[config.mk]
export PLATFORM = sky130hd
export DESIGN_NAME = decode_hazard_ctrl_flat
export DESIGN_NICKNAME = d
export VERILOG_FILES = /design/src/rtl/decode_hazard_ctrl_if.sv /design/src/rtl/decode_hazard_ctrl.sv /design/src/flat_wrapper.sv
export SDC_FILE = /design/constraint.sdc
export NUM_CORES = 1
export LEC_CHECK = 0
export CORE_UTILIZATION = 55
export CTS_CLUSTER_DIAMETER = 100
export CTS_CLUSTER_SIZE = 40
export DETAILED_ROUTE_END_ITERATION = 8
export GPL_TIMING_DRIVEN = 0
export HOLD_SLACK_MARGIN = 0.1
export PLACE_DENSITY = 0.83
export SLEW_MARGIN = 20
export SYNTH_ARGS = -nofsm -noshare
export SYNTH_HDL_FRONTEND = slang
export SYNTH_SLANG_ARGS = --single-unit
[constraint.sdc]
create_clock -name clk -period 8.2 [get_ports clk]
set_input_delay 1.64 -clock clk [delete_from_list [all_inputs] [get_ports clk]]
set_output_delay 1.64 -clock clk [all_outputs]
set_load 0.03 [all_outputs]
[src/rtl/decode_hazard_ctrl_if.sv]
// Decode/execute-side signal bundle for the hazard controller.
// master = pipeline (drives decode/execute status), slave = hazard controller.
interface decode_hazard_ctrl_if #(
  parameter int unsigned CNT_W = 32
) ();
  logic             id_valid;
  logic [4:0]       id_rs1;
  logic             id_rs1_re;
  logic [4:0]       id_rs2;
  logic             id_rs2_re;
  logic [4:0]       id_rd;
  logic             id_rd_we;
  logic             id_is_div;
  logic             ex_load;
  logic [4:0]       ex_dst;
  logic             ex_branch_flush;
  logic             div_done;
  logic [4:0]       div_dst;
  logic             if_stall;
  logic             id_bubble;
  logic             if_flush;
  logic             id_flush;
  logic             id_issue;
  logic [CNT_W-1:0] stall_cnt;
  logic [CNT_W-1:0] flush_cnt;

  modport master (
    output id_valid, id_rs1, id_rs1_re, id_rs2, id_rs2_re, id_rd, id_rd_we, id_is_div,
           ex_load, ex_dst, ex_branch_flush, div_done, div_dst,
    input  if_stall, id_bubble, if_flush, id_flush, id_issue, stall_cnt, flush_cnt
  );

  modport slave (
    input  id_valid, id_rs1, id_rs1_re, id_rs2, id_rs2_re, id_rd, id_rd_we, id_is_div,
           ex_load, ex_dst, ex_branch_flush, div_done, div_dst,
    output if_stall, id_bubble, if_flush, id_flush, id_issue, stall_cnt, flush_cnt
  );
endinterface

[src/rtl/decode_hazard_ctrl.sv]
// Front-end hazard controller: divide scoreboard, load-use and structural stalls,
// branch-flush window sequencing and saturating stall/flush counters.
module decode_hazard_ctrl #(
  parameter int unsigned FLUSH_CYC = 2,
  parameter int unsigned CNT_W     = 32
) (
  input logic                 clk,
  input logic                 rst,
  decode_hazard_ctrl_if.slave hz
);

  typedef enum logic {StRun, StFlush} state_e;

  localparam logic [3:0]       Reload = 4'(FLUSH_CYC - 1);
  localparam logic [CNT_W-1:0] CntOne = CNT_W'(1);

  state_e           state_q;
  logic [3:0]       fcnt_q;
  logic [31:0]      sb_q, sb_d, sb_clr, sb_eff;
  logic             busy_q, busy_d;
  logic [CNT_W-1:0] stall_cnt_q, flush_cnt_q;

  logic is_run, raw_sb, ld_use, struct_haz, stall, issue;

  // A bit being retired this cycle is already bypassed to decode.
  always_comb begin
    sb_clr = '0;
    if (hz.div_done) sb_clr[hz.div_dst] = 1'b1;
    sb_eff = sb_q & ~sb_clr;
  end

  assign is_run     = (state_q == StRun);
  assign raw_sb     = (hz.id_rs1_re && (hz.id_rs1 != 5'd0) && sb_eff[hz.id_rs1]) ||
                      (hz.id_rs2_re && (hz.id_rs2 != 5'd0) && sb_eff[hz.id_rs2]) ||
                      (hz.id_rd_we  && (hz.id_rd  != 5'd0) && sb_eff[hz.id_rd]);
  assign ld_use     = hz.ex_load && (hz.ex_dst != 5'd0) &&
                      ((hz.id_rs1_re && (hz.ex_dst == hz.id_rs1)) ||
                       (hz.id_rs2_re && (hz.ex_dst == hz.id_rs2)));
  assign struct_haz = hz.id_is_div && busy_q && !hz.div_done;
  assign stall      = hz.id_valid && is_run && !hz.ex_branch_flush &&
                      (raw_sb || ld_use || struct_haz);
  assign issue      = hz.id_valid && is_run && !stall && !hz.ex_branch_flush;

  assign hz.if_stall  = stall;
  assign hz.id_bubble = stall;
  assign hz.if_flush  = !is_run || hz.ex_branch_flush;
  assign hz.id_flush  = !is_run || hz.ex_branch_flush;
  assign hz.id_issue  = issue;
  assign hz.stall_cnt = stall_cnt_q;
  assign hz.flush_cnt = flush_cnt_q;

  // Set after clear so a new divide claiming a just-retired register wins.
  always_comb begin
    sb_d   = sb_q & ~sb_clr;
    busy_d = busy_q;
    if (hz.div_done) busy_d = 1'b0;
    if (issue && hz.id_is_div) begin
      busy_d = 1'b1;
      if (hz.id_rd_we && (hz.id_rd != 5'd0)) sb_d[hz.id_rd] = 1'b1;
    end
  end

  always_ff @(posedge clk) begin
    if (rst) begin
      state_q     <= StRun;
      fcnt_q      <= '0;
      sb_q        <= '0;
      busy_q      <= 1'b0;
      stall_cnt_q <= '0;
      flush_cnt_q <= '0;
    end else begin
      unique case (state_q)
        StRun: begin
          if (hz.ex_branch_flush) begin
            state_q <= StFlush;
            fcnt_q  <= Reload;
          end
        end
        StFlush: begin
          if (hz.ex_branch_flush) begin
            fcnt_q <= Reload;
          end else if (fcnt_q == 4'd0) begin
            state_q <= StRun;
          end else begin
            fcnt_q <= fcnt_q - 4'd1;
          end
        end
        default: state_q <= StRun;
      endcase
      sb_q   <= sb_d;
      busy_q <= busy_d;
      if (stall && (stall_cnt_q != '1)) stall_cnt_q <= stall_cnt_q + CntOne;
      if (!is_run && (flush_cnt_q != '1)) flush_cnt_q <= flush_cnt_q + CntOne;
    end
  end

endmodule

[src/flat_wrapper.sv]
// flat-port wrapper written by rule: the top's interface ports become plain ports
module decode_hazard_ctrl_flat 
#(
  parameter int unsigned FLUSH_CYC = 2,
  parameter int unsigned CNT_W     = 32
)
  (clk, rst, hz_id_valid, hz_id_rs1, hz_id_rs1_re, hz_id_rs2, hz_id_rs2_re, hz_id_rd, hz_id_rd_we, hz_id_is_div, hz_ex_load, hz_ex_dst, hz_ex_branch_flush, hz_div_done, hz_div_dst, hz_if_stall, hz_id_bubble, hz_if_flush, hz_id_flush, hz_id_issue, hz_stall_cnt, hz_flush_cnt);
  decode_hazard_ctrl_if #(.CNT_W(CNT_W)) hz_i ();
  input logic clk;
  input logic rst;
  input wire logic [$bits(hz_i.id_valid)-1:0] hz_id_valid;
  input wire logic [$bits(hz_i.id_rs1)-1:0] hz_id_rs1;
  input wire logic [$bits(hz_i.id_rs1_re)-1:0] hz_id_rs1_re;
  input wire logic [$bits(hz_i.id_rs2)-1:0] hz_id_rs2;
  input wire logic [$bits(hz_i.id_rs2_re)-1:0] hz_id_rs2_re;
  input wire logic [$bits(hz_i.id_rd)-1:0] hz_id_rd;
  input wire logic [$bits(hz_i.id_rd_we)-1:0] hz_id_rd_we;
  input wire logic [$bits(hz_i.id_is_div)-1:0] hz_id_is_div;
  input wire logic [$bits(hz_i.ex_load)-1:0] hz_ex_load;
  input wire logic [$bits(hz_i.ex_dst)-1:0] hz_ex_dst;
  input wire logic [$bits(hz_i.ex_branch_flush)-1:0] hz_ex_branch_flush;
  input wire logic [$bits(hz_i.div_done)-1:0] hz_div_done;
  input wire logic [$bits(hz_i.div_dst)-1:0] hz_div_dst;
  output wire logic [$bits(hz_i.if_stall)-1:0] hz_if_stall;
  output wire logic [$bits(hz_i.id_bubble)-1:0] hz_id_bubble;
  output wire logic [$bits(hz_i.if_flush)-1:0] hz_if_flush;
  output wire logic [$bits(hz_i.id_flush)-1:0] hz_id_flush;
  output wire logic [$bits(hz_i.id_issue)-1:0] hz_id_issue;
  output wire logic [$bits(hz_i.stall_cnt)-1:0] hz_stall_cnt;
  output wire logic [$bits(hz_i.flush_cnt)-1:0] hz_flush_cnt;
  assign hz_i.id_valid = hz_id_valid;
  assign hz_i.id_rs1 = hz_id_rs1;
  assign hz_i.id_rs1_re = hz_id_rs1_re;
  assign hz_i.id_rs2 = hz_id_rs2;
  assign hz_i.id_rs2_re = hz_id_rs2_re;
  assign hz_i.id_rd = hz_id_rd;
  assign hz_i.id_rd_we = hz_id_rd_we;
  assign hz_i.id_is_div = hz_id_is_div;
  assign hz_i.ex_load = hz_ex_load;
  assign hz_i.ex_dst = hz_ex_dst;
  assign hz_i.ex_branch_flush = hz_ex_branch_flush;
  assign hz_i.div_done = hz_div_done;
  assign hz_i.div_dst = hz_div_dst;
  assign hz_if_stall = hz_i.if_stall;
  assign hz_id_bubble = hz_i.id_bubble;
  assign hz_if_flush = hz_i.if_flush;
  assign hz_id_flush = hz_i.id_flush;
  assign hz_id_issue = hz_i.id_issue;
  assign hz_stall_cnt = hz_i.stall_cnt;
  assign hz_flush_cnt = hz_i.flush_cnt;
  decode_hazard_ctrl #(.FLUSH_CYC(FLUSH_CYC), .CNT_W(CNT_W)) u_core (.clk(clk), .rst(rst), .hz(hz_i));
endmodule
; Yosys cells after proc, flatten, opt, wreduce, memory -nomap -nowiden
; Cells that the tools add are included.
[classes]
add_sub_neg = 3
n_bitwise = 4
n_mux = 23
magnitude_cmp = 6
n_reduce_logical = 38
n_eq_ne = 6
[op_table]
columns = operator, count
row1 = $mux W32, 3
row2 = $add A32 B1 Y32 const B, 2
row3 = $ne A32 B32 Y1 const B, 2
row4 = $and A32 B32 Y32, 1
row5 = $not A32 Y32, 1
row6 = $or A32 B32 Y32, 1
row7 = $lt A5 B6 Y1 const B, 4
row8 = $logic_and A1 B1 Y1, 22
row9 = $reduce_bool A5 Y1, 4
row10 = $bmux W1 S5, 3
row11 = $mux W4, 3
row12 = $demux W1 S5, 2
row13 = $eq A5 B5 Y1, 2
row14 = $ge A5 B1 Y1 const B, 2
row15 = $mux W1, 10
row16 = $pmux W4 S2, 1
row17 = $logic_or A1 B1 Y1, 6
row18 = $logic_not A4 Y1, 1
row19 = $sub A4 B1 Y4 const B, 1
row20 = $logic_not A1 Y1, 3
row21 = $ne A3 B3 Y1 const B, 1
row22 = $ne A2 B2 Y1 const B, 1
row23 = $pmux W1 S2, 1
row24 = $reduce_and A2 Y1, 1
row25 = other kinds (2), 2
[word_totals]
word_cells = 86
out_inout_bits = 69
regBits = 102
input_bits = 35

; Longest topological paths before layout
; Gate-level depths: netlist (run 1).
[logic_depth]
ltp_word = 20
depth_mapped = 14
depth_no_buf = 12

; Least setup slack after synthesis (run 1)
; OpenSTA, ideal clock, no wires.
[synth_path]
kind = in2out
start = input hz_div_dst[4]
end = output hz_if_stall
arrival_ps = 4261
path_stages = 12
path_slack_ps = 2299
path_buffers = 3
required_ps = 6560
path_cell_list = buf_2 or4b_4 o21ai_2 o22ai_1 a32o_1 a311oi_1 nand4bb_1 a221oi_2 and3_1 buf_2 nor2_1 buf_4
[synth_between]
elab_chain_cells = 15
elab_cells_between_ends = 22
cone_classes = order compare: 2 / mux: 9 / bitwise: 2 / reduce/logical: 9
[synth_lines]
columns = item, line_no
row1 = from (decl), flat_wrapper.sv:23  ; input wire logic [$bits(hz_i.div_dst)-1:0] hz_div_dst;
row2 = $lt A5 B6 Y1 (implied by the code) / $ge A5 B1 Y1 (equally long branches), decode_hazard_ctrl.sv:28  ; if (hz.div_done) sb_clr[hz.div_dst] = 1'b1;
row3 = $logic_and A1 B1 Y1 (implied by the code), decode_hazard_ctrl.sv:28
row4 = $mux W1 (implied by the code), decode_hazard_ctrl.sv:28
row5 = $demux W1 S5 (*), -
row6 = $mux W32 (*), decode_hazard_ctrl.sv:28
row7 = $not A32 Y32 (*), decode_hazard_ctrl.sv:29  ; sb_eff = sb_q & ~sb_clr;
row8 = $and A32 B32 Y32 (*), decode_hazard_ctrl.sv:29
row9 = "$bmux W1 S5, on equally long branches", "decode_hazard_ctrl.sv:33, decode_hazard_ctrl.sv:34"
row10 = "$mux W1, on equally long branches", "decode_hazard_ctrl.sv:33, decode_hazard_ctrl.sv:34"
row11 = "$logic_and A1 B1 Y1, on equally long branches", "decode_hazard_ctrl.sv:33, decode_hazard_ctrl.sv:34"
row12 = $logic_or A1 B1 Y1, decode_hazard_ctrl.sv:33  ; assign raw_sb = (hz.id_rs1_re && (hz.id_rs1 != 5'd0) && sb_eff[hz.id_rs1]) ||
row13 = $logic_or A1 B1 Y1 (*), decode_hazard_ctrl.sv:34  ; (hz.id_rs2_re && (hz.id_rs2 != 5'd0) && sb_eff[hz.id_rs2]) ||
row14 = $logic_or A1 B1 Y1 (*) (2 in a row), decode_hazard_ctrl.sv:41  ; (raw_sb || ld_use || struct_haz);
row15 = $logic_and A1 B1 Y1 (*), decode_hazard_ctrl.sv:40  ; assign stall = hz.id_valid && is_run && !hz.ex_branch_flush &&
row16 = to (decl), flat_wrapper.sv:24  ; output wire logic [$bits(hz_i.if_stall)-1:0] hz_if_stall;
; Every way passes the cells marked *; elsewhere a longest branch is shown, timed or not. The select of a mux whose other input is x is not followed.

; Worst setup path after layout (run 1)
[layout_path]
start = input hz_div_done
end = output hz_if_stall
[layout_between]
elab_chain_cells = 11
elab_cells_between_ends = 19
cone_classes = mux: 7 / bitwise: 2 / reduce/logical: 10
[layout_lines]
columns = item, line_no
row1 = from (decl), flat_wrapper.sv:22  ; input wire logic [$bits(hz_i.div_done)-1:0] hz_div_done;
row2 = $mux W32, decode_hazard_ctrl.sv:28
row3 = $not A32 Y32, decode_hazard_ctrl.sv:29
row4 = $and A32 B32 Y32, decode_hazard_ctrl.sv:29
row5 = "$bmux W1 S5, on equally long branches", "decode_hazard_ctrl.sv:33, decode_hazard_ctrl.sv:34"
row6 = "$mux W1, on equally long branches", "decode_hazard_ctrl.sv:33, decode_hazard_ctrl.sv:34"
row7 = "$logic_and A1 B1 Y1, on equally long branches", "decode_hazard_ctrl.sv:33, decode_hazard_ctrl.sv:34"
row8 = $logic_or A1 B1 Y1, decode_hazard_ctrl.sv:33
row9 = $logic_or A1 B1 Y1, decode_hazard_ctrl.sv:34
row10 = $logic_or A1 B1 Y1, decode_hazard_ctrl.sv:41
row11 = $logic_or A1 B1 Y1 (*), decode_hazard_ctrl.sv:41
row12 = $logic_and A1 B1 Y1 (*), decode_hazard_ctrl.sv:40
; Marked as above.

==> results of run 1 <==
## power by group
part | internal, mW | switching, mW | leakage, nW | total, mW
Combinational | 0.0469 | 0.0832 | 1.46 | 0.130
Sequential | 0.498 | 0.00281 | 0.822 | 0.501
Clock | 0.151 | 0.204 | 0.112 | 0.355
Total | 0.696 | 0.290 | 2.40 | 0.986
## worst reg2reg max path, cell delays in order, from the launching register on
cell,delay (ps)
dfxtp_1,370
ha_1,270
and3_1,210
nand4_1,90
nor4_1,100
a21boi_1,480
nand4_1,410
nor2_1,380
nand2_1,230
or2_2,360
or3_1,320
a21oi_1,140
## cell type report
class | count | area (µm²) | share of cell area, %
plain buffers | 43 | 181 | 2.53
multi-input cells | 577 | 3600 | 50.2
well taps | 136 | 170 | 2.37
clock buffers | 9 | 124 | 1.73
flip-flops and latches | 102 | 2040 | 28.5
repair buffers | 92 | 921 | 12.8
clock inverters | 7 | 100 | 1.40
inverters | 9 | 33.8 | 0.471
## Yosys cell counts (3+ instances only)
master,n
dfxtp_1,102
nor2_1,73
nand2_1,46
nand3_1,43
o22ai_1,35
a21oi_1,30
xor2_1,30
o21ai_0,29
clkbuf_1,27
nor3_1,25
and3_1,23
o21ai_1,23
xnor2_1,19
mux2i_1,17
nor2b_1,17
nand2b_1,16
nand4_1,16
or3_1,14
nor3b_1,11
buf_2,10
nor4_1,10
inv_1,9
mux2_1,8
a22oi_1,7
nor4b_1,6
o31ai_1,6
a31oi_1,5
nand3_2,5
or4_1,5
and4_1,4
buf_1,4
mux2_2,4
nand4b_1,4
nand4bb_1,4
a221oi_1,3
a31o_1,3
and2_1,3
ha_1,3
## kinds of logic (layout without fill, tap and decap cells)
group | Yosys count | in the layout
and+or+nand+nor | 338 | 338
AOI/OAI and AO/OA | 158 | 158
DFF | 102 | 102
buffers and inverters | 52 | 160
xor gates and xnor gates | 49 | 49
muxes | 29 | 29
adders and majority gates | 3 | 3
## per-layer routing
metal	wire length, µm	part of all wire (%)
met1	7780	40
met4	874	4.5
met2	8820	46
met3	1840	9.5
met5	0	0
## registers in the layout, indices dropped and copies added, names as in the netlist
register             count
u_core.busy_q            1
u_core.fcnt_q            4
u_core.hz.flush_cnt     32
u_core.hz.stall_cnt     32
u_core.sb_q             32
u_core.state_q           1
## per-stage QoR
stage / worst slack [ps] / utilization [%] / total power, mW / cell area, µm² / hold WS [ps]
finish: 476 / 69.5 / 0.986 / 7170 / 504
global placement: 661 / 67.3 / 0.636 / 6950 / 480
CTS: 613 / 69.5 / 0.983 / 7170 / 503
detailed placement: 636 / 67.3 / 0.638 / 6950 / 488
floorplan: 2300 / - / 0.592 / 5860 / 445
global route: 367 / 69.5 / 1.02 / 7170 / 527
## worst paths after layout
check | start | to | slack, ps
setup / recovery | hz_div_done | hz_if_stall | 480
hold / removal | u_core.hz.stall_cnt[30] | u_core.hz.stall_cnt[30] | 500
setup reg to reg | u_core.hz.flush_cnt[0] | u_core.hz.flush_cnt[31] | 4770
hold reg to reg | u_core.hz.stall_cnt[30] | u_core.hz.stall_cnt[30] | 500
==> flow_summary_export.csv, run 1 <==
group,metric,value,unit
critical_path,critPathMaxStageDelay,800,ps
critical_path,required,6560,ps
flow_run,cap_violations,0,
place,gp_congestion,1.02,
logic_synthesis,synth_top_family_by_area,"simple AND/OR/NAND/NOR gates",
final_layout,mostFrequentLayoutCell,"dfxtp_1",
place,io_buffers,92,
status,outcome,"finished, final reports clean",
timing,final.min_clock_period,7720,ps
clock_network,cts_hold_buf,0,
floorplan,pin_count,104,
logic_synthesis,async_reset_ff_share,0,%
routing,wire_per_inst,19.8,µm
floorplan,die_area,0.0111,mm²
grt,grt_usage,35.2,%
timing,relSlewSlack,37.1,%
clock_network,root_buffer,"clkbuf_8",
floorplan,fp-row-count,37,
critical_path,critPathSlowestCell,"o21ai_0",
logic_synthesis,synth_xor_area_share,7.33,%
final_layout,drive_gt1_share,5.48,%
logic_synthesis,synth_seq_cells,102,
final_layout,final_cell_mix,"dfxtp_1, clkdlybuf4s50_1, nor2_1",
clock_network,post_cts_resized,0,
clock_network,postCtsSetupBuffers,0,
floorplan,core,0.0103,mm²
clock_network,clk_latency,390,ps
final_layout,nets,872,
logic_synthesis,syn_avg_cell_area,8.01,µm²
grt,grt_pass1_wl,30600,µm
routing,drt-pass1-iter-count,6,
routing,final_antenna_net_count,0,
grt,grt_use_met3,8.92,%
clock_network,htree_levels,3,
clock_network,numCtsBuffers,9,
hold_path,min_path_cells,2,
place,dp.cells,959,
final_layout,area_growth,22.5,%
grt,antenna_found_initial,0,
logic_synthesis,yosysTopAreaCell,"dfxtp_1",
critical_path,worst_r2r_path_depth,11,
final_layout,n_fill_cell,829,
logic_synthesis,synthAdderAreaFrac,0.641,%
timing,slew_viol_final,0,
timing,finalHoldViolCount,0,
pwr,ir_worst_vdd,0.0798,mV
grt,grt.busiest_layer,"met2",
logic_synthesis,yosysSeqAreaShare,34.9,%
logic_synthesis,synth_edf_count,0,
final_layout,final_cell_count_no_fill,975,
logic_synthesis,synth-simple-area-share,31.8,%
grt,grt_max_degree,21,
routing,dr_total_vias,6252,
critical_path,critical_path_buf_inv_count,5,
timing,tns,0,ps
critical_path,critPathArrivalTime,6080,ps
critical_path,critPathKind,"primary input to output pin",
critical_path,endpoint_kind,"output pin",
pwr,power.leakage,2.40,nW
critical_path,cp.depth,14,
critical_path,crit_family,"compound AO/OA/AOI/OAI gates",
logic_synthesis,synth_area,0.00586,mm²
logic_synthesis,syn_nets,769,
logic_synthesis,synth_warnings,0,
routing,viasPerCell,6.41,
floorplan,die_w,105,µm
clock_network,clk_pin_slew,100,ps
logic_synthesis,synth_top_cell_area_share,34.9,%
critical_path,crit_chain,"clkdlybuf4s50_1 > buf_2 > nand4b_1 > o21ai_0 > mux2i_1 > a32o_1 > a311oi_1 > nand4bb_1 > a221oi_2 > and3_1 > buf_2 > nor2_1 > buf_4 > clkdlybuf4s50_1",
logic_synthesis,synthCells,731,
logic_synthesis,ys.flop_type,"dfxtp_1",
timing,clock.fmax,129,MHz
timing,rsz0062_at_grt,"false",
place,dp.final_hpwl,13900,µm
timing,tightest_slew,934,ps
routing,drt_first_iter_violations,753,
clock_network,cts.path.max_buffers,2,
routing,drt_wl_total,19300,µm
grt,met1_usage,43.4,%
floorplan,die_y,105,µm
logic_synthesis,yosys.cell_types.count,63,
timing,fin_crit_sh,94.2,%
logic_synthesis,synth-compound-area-share,16.5,%
grt,met2_usage,56.7,%
hold_path,worstHoldPathType,"register to register",
grt,gr-total-overflow,0,
floorplan,floorplan.initialDensity,56.7,%
pwr,power_density,137,mW/mm²
routing,drc,0,
grt,grt_pass1_vias,6005,
timing,fin_worst_skew,16.2,ps
logic_synthesis,synthMuxAreaShare,5.21,%
clock_network,clock-sinks,102,
logic_synthesis,synth_area_leaders,"dfxtp_1, nor2_1, xor2_1",
critical_path,critPathLaunchType,"primary input",
timing,setup_viol_count_final,0,
critical_path,worstPathMaxFanout,10,
clock_network,cts_tree,"yes",
final_layout,antennaDiodeCount,0,
(Power assumes the default switching activity.)
==> run 2, diff against run 1 <==
--- a/config.mk
+++ b/config.mk
@@ -6,6 +6,7 @@
 export NUM_CORES = 1
 export LEC_CHECK = 0
 export CORE_UTILIZATION = 55
+export CTS_BUF_LIST = sky130_fd_sc_hd__clkbuf_4
 export CTS_CLUSTER_DIAMETER = 100
 export CTS_CLUSTER_SIZE = 40
 export DETAILED_ROUTE_END_ITERATION = 8
==> flow_summary_export.csv, run 2 (same netlist as run 1, synthesis figures left out) <==
group,metric,value,unit
clock_network,root_buffer,"clkbuf_4",
critical_path,critPathLaunchType,"primary input",
routing,dr_total_vias,6196,
critical_path,critPathArrivalTime,6080,ps
hold_path,min_path_cells,2,
clock_network,clk_pin_slew,160,ps
grt,grt_pass1_wl,30400,µm
critical_path,r2r_end,"u_core.hz.flush_cnt[31]",
timing,tns,0,ps
floorplan,core,0.0103,mm²
grt,grt_max_degree,21,
clock_network,cts_tree,"yes",
flow_run,cap_violations,0,
final_layout,final_cell_mix,"dfxtp_1, clkdlybuf4s50_1, nor2_1",
final_layout,area_growth,21.5,%
floorplan,die_w,105,µm
timing,slew_viol_final,0,
clock_network,htree_levels,3,
hold_path,worstHoldPathType,"register to register",
timing,hold-worst-slack,515,ps
pwr,power_density,130,mW/mm²
clock_network,cts.path.max_buffers,2,
critical_path,r2r-start,"u_core.hz.flush_cnt[0]",
critical_path,worst_r2r_path_depth,11,
clock_network,numCtsBuffers,9,
floorplan,floorplan.initialDensity,56.7,%
timing,relSlewSlack,33.9,%
floorplan,pin_count,104,
timing,rsz0062_at_grt,"false",
hold_path,worstHoldStart,"u_core.hz.stall_cnt[30]",
floorplan,die_area,0.0111,mm²
clock_network,cts_hold_buf,0,
status,outcome,"finished, final reports clean",
final_layout,n_fill_cell,837,
timing,final.min_clock_period,7720,ps
routing,final_antenna_net_count,0,
clock_network,clock-sinks,102,
critical_path,required,6560,ps
critical_path,critPathKind,"primary input to output pin",
clock_network,clk_latency,480,ps
grt,antenna_found_initial,0,
pwr,ir_worst_vdd,0.0858,mV
place,gp_congestion,1.02,
routing,routed-wl-met3,1770,µm
routing,met2_length,8900,µm
routing,drt-met1-wl,7900,µm
grt,grt_usage,34.9,%
routing,top_layer_used,"met4",
grt,grt_pass1_vias,5939,
timing,setup_viol_count_final,0,
critical_path,endpoint_kind,"output pin",
routing,drc,0,
critical_path,worstPathMaxFanout,10,
routing,drt_first_iter_violations,694,
final_layout,nets,872,
timing,fin_crit_sh,94.1,%
routing,drt_wl_total,19200,µm
timing,fin_worst_skew,28.5,ps
timing,finalHoldViolCount,0,
critical_path,rrSetupSlack,4820,ps
clock_network,post_cts_resized,0,
final_layout,antennaDiodeCount,0,
final_layout,drive_gt1_share,5.48,%
place,io_buffers,92,
grt,gr-total-overflow,0,
pwr,power.leakage,2.37,nW
place,dp.final_hpwl,13900,µm
final_layout,multiInputGateArea,0.00360,mm²
final_layout,register_area,0.00204,mm²
floorplan,die_y,105,µm
timing,tightest_slew,980,ps
final_layout,mostFrequentLayoutCell,"dfxtp_1",
routing,viasPerCell,6.35,
hold_path,hold_end,"u_core.hz.stall_cnt[30]",
routing,drt-pass1-iter-count,5,
clock_network,postCtsSetupBuffers,0,
floorplan,fp-row-count,37,
timing,clock.fmax,130,MHz
routing,wire_per_inst,19.7,µm
[run 2: cell counts in the layout (fill, tap and decap cells not counted)]
Identical to the previous run, type by type.
[run 2: worst max-delay path: stages]
cell and delay [ps]:
clkdlybuf4s50_1 480, buf_2 230, nand4b_1 230, o21ai_0 770, mux2i_1 240, a32o_1 280
a311oi_1 210, nand4bb_1 160, a221oi_2 450, and3_1 300, buf_2 270, nor2_1 90
buf_4 140, clkdlybuf4s50_1 580
[run 2: worst max path at each step]
| stage | startpoint | end | slack, ps | cells after the start |
|---|---|---|---|---|
| floorplan | hz_div_dst[4] | hz_if_stall | 2300 | 12 |
| global placement | hz_div_done | hz_if_stall | 660 | 14 |
| detailed placement | hz_div_done | hz_if_stall | 640 | 14 |
| CTS | hz_div_done | hz_if_stall | 610 | 14 |
| global route | hz_div_done | hz_if_stall | 360 | 14 |
| finish | hz_div_done | hz_if_stall | 480 | 14 |
[run 2: final cells by class]
| cell class | count | area share (%) |
|---|---|---|
| Sequential cell | 102 | 28.7 |
| Buffer | 43 | 2.55 |
| Inverter | 9 | 0.475 |
| Timing Repair Buffer | 92 | 12.9 |
| Clock inverter | 7 | 1.41 |
| Multi-Input combinational cell | 577 | 50.6 |
| Tap cell | 136 | 2.39 |
| Clock buffer | 9 | 0.950 |
[run 2: metal layers]
layer | track usage [%] | up-vias
li1 | - | 2890
met1 | 43.4 | 2908
met2 | 56.9 | 343
met3 | 8.17 | 55
met4 | 16.3 | 0
met5 | 0 | -
[run 2: power by group]
group	internal [mW]	switching (mW)	total, mW
Clock	0.103	0.194	0.297
Combinational	0.0469	0.0833	0.130
Sequential	0.499	0.00270	0.502
Total	0.649	0.280	0.928
[run 2: through the flow]
stage	instances	util [%]	power, mW	cell area (µm²)	worst slack [ps]
after floorplan	731	-	0.592	5860	2300
after global placement	959	67.3	0.636	6950	661
after detailed placement	959	67.3	0.638	6950	636
after CTS	975	68.9	0.927	7110	613
after global routing	975	68.9	0.962	7110	361
final	975	68.9	0.928	7110	482
==> run 3, diff against run 2 <==
--- a/config.mk
+++ b/config.mk
@@ -5,14 +5,14 @@
 export SDC_FILE = /design/constraint.sdc
 export NUM_CORES = 1
 export LEC_CHECK = 0
-export CORE_UTILIZATION = 55
+export CORE_UTILIZATION = 59
 export CTS_BUF_LIST = sky130_fd_sc_hd__clkbuf_4
 export CTS_CLUSTER_DIAMETER = 100
 export CTS_CLUSTER_SIZE = 40
 export DETAILED_ROUTE_END_ITERATION = 8
 export GPL_TIMING_DRIVEN = 0
 export HOLD_SLACK_MARGIN = 0.1
-export PLACE_DENSITY = 0.83
+export PLACE_DENSITY = 0.95
 export SLEW_MARGIN = 20
 export SYNTH_ARGS = -nofsm -noshare
 export SYNTH_HDL_FRONTEND = slang
==> flow_summary_export.csv, run 3 (same netlist as run 1, synthesis figures left out) <==
group,metric,value,unit
pwr,ir_worst_vdd,0.0917,mV
clock_network,cts_tree,"yes",
timing,relSlewSlack,28.0,%
critical_path,endpoint_kind,"output pin",
routing,final_antenna_net_count,0,
final_layout,nets,872,
timing,slew_viol_final,0,
clock_network,numCtsBuffers,9,
routing,drc,0,
timing,finalHoldViolCount,0,
critical_path,r2r_end,"u_core.hz.stall_cnt[26]",
final_layout,final_cell_mix,"dfxtp_1, clkdlybuf4s50_1, nor2_1",
final_layout,drive_gt1_share,5.48,%
critical_path,critPathLaunchType,"primary input",
timing,clock.fmax,128,MHz
critical_path,worstPathMaxFanout,10,
pwr,power_density,125,mW/mm²
critical_path,worst_r2r_path_depth,13,
floorplan,die_area,0.0103,mm²
place,dp.final_hpwl,14100,µm
critical_path,critPathArrivalTime,6150,ps
floorplan,die_w,102,µm
clock_network,htree_levels,3,
hold_path,worstHoldPathType,"register to register",
floorplan,floorplan.initialDensity,62.2,%
timing,setup_viol_count_final,0,
clock_network,clk_pin_slew,170,ps
critical_path,rrSetupSlack,4750,ps
hold_path,worstHoldStart,"u_core.hz.flush_cnt[21]",
floorplan,pin_count,104,
routing,viasPerCell,6.56,
routing,dr_total_vias,6351,
grt,grt_max_degree,20,
clock_network,clock-sinks,102,
pwr,power.leakage,2.35,nW
hold_path,hold_end,"u_core.hz.flush_cnt[21]",
grt,grt_pass1_vias,5986,
hold_path,min_path_cells,2,
critical_path,required,6560,ps
clock_network,root_buffer,"clkbuf_4",
grt,grt_pass1_wl,29500,µm
final_layout,area_growth,20.8,%
timing,rsz0062_at_grt,"false",
final_layout,antennaDiodeCount,0,
place,io_buffers,92,
flow_run,cap_violations,0,
pwr,finalPower,0.886,mW
status,outcome,"finished, final reports clean",
grt,gr-total-overflow,0,
timing,final.min_clock_period,7790,ps
routing,drt_wl_total,19200,µm
critical_path,r2r-start,"u_core.hz.stall_cnt[13]",
place,gp_congestion,1.03,
critical_path,critPathKind,"primary input to output pin",
clock_network,cts.path.max_buffers,2,
routing,drt-pass1-iter-count,6,
clock_network,cts_hold_buf,0,
floorplan,die_y,102,µm
timing,tightest_slew,1070,ps
timing,fin_crit_sh,95.0,%
clock_network,postCtsSetupBuffers,0,
routing,wire_per_inst,19.8,µm
critical_path,crit_family,"compound AO/OA/AOI/OAI gates",
timing,fin_worst_skew,33.0,ps
floorplan,core,0.00942,mm²
clock_network,post_cts_resized,0,
grt,antenna_found_initial,0,
final_layout,mostFrequentLayoutCell,"dfxtp_1",
critical_path,crit_chain,"clkdlybuf4s50_1 > buf_2 > nand4b_1 > o21ai_0 > mux2i_1 > a32o_1 > a311oi_1 > nand4bb_1 > a221oi_2 > and3_1 > buf_2 > nor2_1 > buf_4 > clkdlybuf4s50_1",
clock_network,clk_latency,470,ps
timing,tns,0,ps
critical_path,critPathSlowestCell,"o21ai_0",
grt,grt_usage,37.3,%
critical_path,critical_path_buf_inv_count,5,
critical_path,critPathMaxStageDelay,830,ps
floorplan,fp-row-count,35,
routing,drt_first_iter_violations,583,
[run 3: changes by cell type in the layout (fill, tap and decap cells not counted), sizes merged]
cell / previous run / this run
clkinv: 3 / 2
bufinv: 1 / 0
clkinvlp: 0 / 2
[run 3: metrics by stage]
step / cells / hold WS [ps] / setup WS (ps) / utilization (%) / area, µm²
6_report: 968 / 521 / 411 / 75.1 / 7070
5_1_grt: 968 / 532 / 334 / 75.1 / 7070
4_1_cts: 968 / 516 / 560 / 75.1 / 7070
3_5_place_dp: 952 / 489 / 587 / 73.7 / 6940
3_3_place_gp: 952 / 478 / 617 / 73.7 / 6940
2_1_floorplan: 731 / 445 / 2300 / - / 5860
[run 3: power by group]
group | internal (mW) | switching [mW] | total, mW
sequential | 0.499 | 0.00296 | 0.502
clock | 0.0697 | 0.187 | 0.257
combinational | 0.0468 | 0.0813 | 0.128
[run 3: layout make-up]
class | instances | area [µm²]
clock inverters | 7 | 67.6
repair buffers | 92 | 921
inverters | 9 | 33.8
plain buffers | 43 | 181
fillers | 697 | 2340
well taps | 129 | 161
multi-input cells | 577 | 3600
flip-flops and latches | 102 | 2040
clock buffers | 9 | 67.6
[run 3: worst max-delay path by stage]
stage / endpoint / slack, ps / cells past startpoint / from
2_1_floorplan: hz_if_stall / 2300 / 12 / hz_div_dst[4]
3_5_place_dp: hz_if_stall / 590 / 14 / hz_div_done
4_1_cts: hz_if_stall / 560 / 14 / hz_div_done
3_3_place_gp: hz_if_stall / 620 / 14 / hz_div_done
6_report: hz_if_stall / 410 / 14 / hz_div_done
5_1_grt: hz_if_stall / 330 / 14 / hz_div_done
[run 3: routing by layer]
metal / GRT usage [%] / wire (µm)
met5: 0 / 0
met4: 23.3 / 1050
met3: 8.56 / 1830
met2: 60.1 / 8870
met1: 45.1 / 7450
[run 3: worst min-delay path, stage by stage, from the launching register on]
cell,delay (ps)
dfxtp_1,360
o21ai_0,80
a21oi_1,60
